$ cat config.mk
export PLATFORM = sky130hd
export DESIGN_NAME = score_keeper
export DESIGN_NICKNAME = d
export VERILOG_FILES = /design/src/rtl/score_pkg.sv /design/src/rtl/score_keeper_edge_rise.sv /design/src/rtl/score_keeper.sv
export SDC_FILE = /design/constraint.sdc
export NUM_CORES = 1
export LEC_CHECK = 0
export ABC_AREA = 1
export CORE_MARGIN = 2
export CORE_UTILIZATION = 35
export DETAILED_ROUTE_END_ITERATION = 6
export MAX_ROUTING_LAYER = met4
export SETUP_SLACK_MARGIN = 0.02
export SKIP_CTS_REPAIR_TIMING = 1
export SLEW_MARGIN = 20
export SYNTH_ARGS = -nofsm -noshare
export SYNTH_HDL_FRONTEND = slang
export SYNTH_SLANG_ARGS = --single-unit
$ cat constraint.sdc
create_clock -name clk -period 1.7 [get_ports clk]
set_input_delay 0.34 -clock clk [delete_from_list [all_inputs] [get_ports clk]]
set_output_delay 0.34 -clock clk [all_outputs]
set_load 0.01 [all_outputs]
$ cat src/rtl/score_pkg.sv
// Shared types and constants for the score_keeper block.
package score_pkg;
  localparam int SCORE_W       = 14;
  localparam int MAX_SCORE_DEF = 9999;

  typedef enum logic [1:0] {
    IDLE    = 2'd0,
    PLAYING = 2'd1,
    OVER    = 2'd2
  } state_t;
endpackage

$ cat src/rtl/score_keeper_edge_rise.sv
// Rising-edge detector for the pass level; history is registered, and the
// pulse is formed against it so an event lands on the same edge it is sampled.
module edge_rise (
  input  logic clk,
  input  logic rst,
  input  logic d,
  output logic pulse
);
  logic hist;

  always_ff @(posedge clk) begin
    if (rst) hist <= 1'b0;
    else     hist <= d;
  end

  assign pulse = d & ~hist;
endmodule

$ cat src/rtl/score_keeper.sv
// Game score counter with saturation and optional session high score.
// Optional feature macro: SCORE_KEEPER_HIGH_SCORE_EN (high score / new_high).
module score_keeper
  import score_pkg::*;
#(
  parameter int MAX_SCORE = MAX_SCORE_DEF,
  parameter int STEP      = 1
) (
  input  logic               clk,
  input  logic               rst,
  input  logic               game_start,
  input  logic               game_over,
  input  logic               pass,
  output logic [SCORE_W-1:0] score,
  output logic [SCORE_W-1:0] high_score,
  output logic               new_high,
  output logic               playing
);
  localparam logic [SCORE_W:0] MAX15  = (SCORE_W+1)'(MAX_SCORE);
  localparam logic [SCORE_W:0] STEP15 = (SCORE_W+1)'(STEP);

  state_t             state;
  logic               evt;
  logic [SCORE_W:0]   sum;
  logic [SCORE_W-1:0] score_inc;

  edge_rise u_edge (
    .clk   (clk),
    .rst   (rst),
    .d     (pass),
    .pulse (evt)
  );

  // One bit of headroom so score + STEP can never wrap before the clamp.
  assign sum       = {1'b0, score} + STEP15;
  assign score_inc = (sum > MAX15) ? MAX15[SCORE_W-1:0] : sum[SCORE_W-1:0];

  always_ff @(posedge clk) begin
    if (rst) begin
      state <= IDLE;
      score <= '0;
    end else begin
      case (state)
        IDLE: if (game_start) begin
          state <= PLAYING;
          score <= '0;
        end
        PLAYING: begin
          if (evt)       score <= score_inc;
          if (game_over) state <= OVER;
        end
        OVER: if (game_start) begin
          state <= PLAYING;
          score <= '0;
        end
        default: state <= IDLE;
      endcase
    end
  end

  assign playing = (state == PLAYING);

`ifdef SCORE_KEEPER_HIGH_SCORE_EN
  logic [SCORE_W-1:0] fin_score;

  // A pass in the game_over cycle is part of the final score.
  assign fin_score = evt ? score_inc : score;

  always_ff @(posedge clk) begin
    if (rst) begin
      high_score <= '0;
      new_high   <= 1'b0;
    end else if (state == PLAYING) begin
      if (game_over && (fin_score > high_score)) begin
        high_score <= fin_score;
        new_high   <= 1'b1;
      end
    end else if (game_start) begin
      new_high <= 1'b0;
    end
  end
`else
  assign high_score = '0;
  assign new_high   = 1'b0;
`endif
endmodule

==> results.json <==
{
  "status": "complete, but fails checks",
  "violations": "negative setup slack",
  "synthArstFlopShare": 0,
  "timing.rr.start": "score[0]$_SDFFE_PP0P_",
  "pin_count": 35,
  "fin_crit_ns": 1.82,
  "netlist_area_um2": 1360,
  "hold_viol_final": 0,
  "setup_violations": 13,
  "die_x_um": 66.3,
  "antenna_found_initial": 0,
  "synthFlopType": "dfxtp_1",
  "syn2layout_area_growth_pct": 42.9,
  "grt_pass1_vias": 1264,
  "rows": 22,
  "grt_max_degree": 18,
  "hold_end": "state[1]$_SDFFE_PP0P_",
  "gp_congestion": 0.852,
  "r2r_end": "score[11]$_SDFFE_PP0P_",
  "wl_per_cell_um": 11.7,
  "grt_pass1_wl_um": 5590,
  "drc_errors": 0,
  "r2r_setup_slack_ns": -0.12,
  "r2r_cells": 11,
  "ys_seq_area_frac": 0.251,
  "antenna_cells": 0,
  "syn_inst": 214,
  "placed_area_um2": 1780,
  "ys_top_cells_by_area": "dfxtp_1, nand2_1, buf_4",
  "numCtsBuffers": 3,
  "vias": 1418,
  "min_from": "state[1]$_SDFFE_PP0P_",
  "die-area_um2": 4390,
  "criticalPathCategory": "flop to flop",
  "rsz0062_at_grt": "yes",
  "io_buffers": 19,
  "cp-end-kind": "flop",
  "stdcell_area_um2": 1940,
  "final_cell_mix": "nand2_1, buf_4, inv_1, conb_1, clkdlybuf4s50_1",
  "setup.worst_path.start_class": "flop",
  "finalMaxSlewViolations": 0,
  "drt_iter0_markers": 38,
  "core-area_um2": 3690,
  "synth_top_cell_area_share": 0.251,
  "clkSlewWorstSetupHoldPaths_ns": 0.07,
  "dr.pass1.iters": 4,
  "crit_path_max_fanout": 6,
  "synth.ff_latch_count": 17,
  "dp_hpwl_um": 2550,
  "cp.arrival_ns": 2.02,
  "clockBufferDepth": 2,
  "leakagePower_nw": 0.912,
  "clkLatencyLatePin_ns": 0.26,
  "yosys.cell_types.count": 28,
  "cap_violations": 0,
  "tightest_slew_ns": 0.658,
  "grt-ovfl-total": 0,
  "cp.required_ns": 1.89,
  "fin_ws_ns": -0.121,
  "start_util": 0.368,
  "syn_area_per_cell_um2": 6.34,
  "cts_num_sinks": 17,
  "min_period_over_period": 1.07,
  "postRouteAntennaNets": 0,
  "layout_commonest_cell": "nand2_1",
  "vdd_drop_max_uv": 378,
  "yosysTopAreaCell": "dfxtp_1",
  "root_buffer": "clkbuf_8",
  "p_per_area_nw_per_um2": 413,
  "grt_usage": 0.168,
  "wl_um": 3580,
  "clock_skew_ns": 0.00180,
  "timing.hold.ws_ns": 0.504,
  "crit_path_start": "score[0]$_SDFFE_PP0P_",
  "synth_edf_count": 0,
  "tritoncts": "done",
  "pre_cts_ws_ns": -0.516,
  "vias_per_cell": 4.62,
  "hold_depth": 2,
  "slew_headroom": 0.561,
  "finalNetCount": 268,
  "yosysWarnings": 0,
  "worstHoldPathType": "flop to flop",
  "die_height_um": 66.3,
  "max_freq_mhz": 549,
  "cts_max_level": 1,
  "layout-drive-gt1-share": 0.332
}
## logic make-up (layout without fill, tap and decap cells)
kind of cell | after synthesis | count (layout) | synth area share
DFF | 17 | 17 | 0.251
AOI/OAI and AO/OA | 19 | 19 | 0.0849
xor gates and xnor gates | 3 | 3 | 0.0194
adders and majority gates | 3 | 3 | 0.0277
buffers and inverters | 39 | 69 | 0.157
and+or+nand+nor | 132 | 133 | 0.458
other | 1 | 15 | 0.00276
## Yosys cell counts, types with 2 or more instances
| master | number |
|---|---|
| clkbuf_1 | 3 |
| buf_4 | 15 |
| nand3b_1 | 6 |
| a21oi_1 | 13 |
| nor2_1 | 16 |
| buf_2 | 2 |
| nand3_2 | 2 |
| a21oi_2 | 4 |
| o21bai_1 | 2 |
| dfxtp_1 | 17 |
| nand2_1 | 73 |
| inv_1 | 17 |
| ha_1 | 3 |
| nand3_1 | 17 |
| nand2_2 | 2 |
| xor2_1 | 2 |
| nor2_2 | 4 |
| nand4_1 | 6 |
## worst max-delay path: stages (launching register included)
cell,delay (ns)
dfxtp_4,0.38
ha_4,0.17
nand3_4,0.09
nor2_4,0.06
buf_4,0.13
nand3_2,0.06
nand3_1,0.08
nor2_2,0.15
nand4_1,0.18
nand2_2,0.21
nand3b_1,0.10
a21oi_1,0.14
## metrics by stage
step | setup TNS (ns) | total power, mW | std cells | utilization
floorplan | 0 | 0.487 | 228 | -
global placement | -5.13 | 0.496 | 302 | 0.483
detailed placement | -6.04 | 0.497 | 302 | 0.483
CTS | -2.49 | 0.809 | 306 | 0.496
global route | -2.75 | 0.827 | 307 | 0.525
finish | -1.19 | 0.801 | 307 | 0.525
## worst max path at each step
stage / to / slack [ns]
floorplan: score[2]$_SDFFE_PP0P_ / 0.02
global placement: score[3]$_SDFFE_PP0P_ / -0.40
detailed placement: score[2]$_SDFFE_PP0P_ / -0.52
CTS: score[2]$_SDFFE_PP0P_ / -0.26
global route: score[1]$_SDFFE_PP0P_ / -0.23
finish: score[11]$_SDFFE_PP0P_ / -0.12
## state kept, by name (all words and copies together) (netlist names)
register / cells
u_edge.hist: 1
score: 14
state: 2
## final cells by class
cell class,instances,area [um^2]
Tap cell,48,60.1
Inverter,18,67.6
Timing Repair Buffer,47,413
Multi-Input combinational cell,173,987
Sequential cell,17,364
Clock inverter,1,5.00
Clock buffer,3,41.3
Fill cell,374,1750
## power by group
group / internal (mW) / leakage (nW) / switching (mW)
Combinational: 0.0303 / 0.743 / 0.0546
Clock: 0.163 / 0.0255 / 0.153
Sequential: 0.396 / 0.144 / 0.00408
## layer usage
layer | up-vias | GRT usage | routed length [um]
met5 | - | - | 0
met4 | 0 | 0.0459 | 23
met3 | 4 | 0.0153 | 138
met2 | 29 | 0.280 | 1770
met1 | 643 | 0.217 | 1650
li1 | 742 | - | -
(Power assumes the default switching activity.)
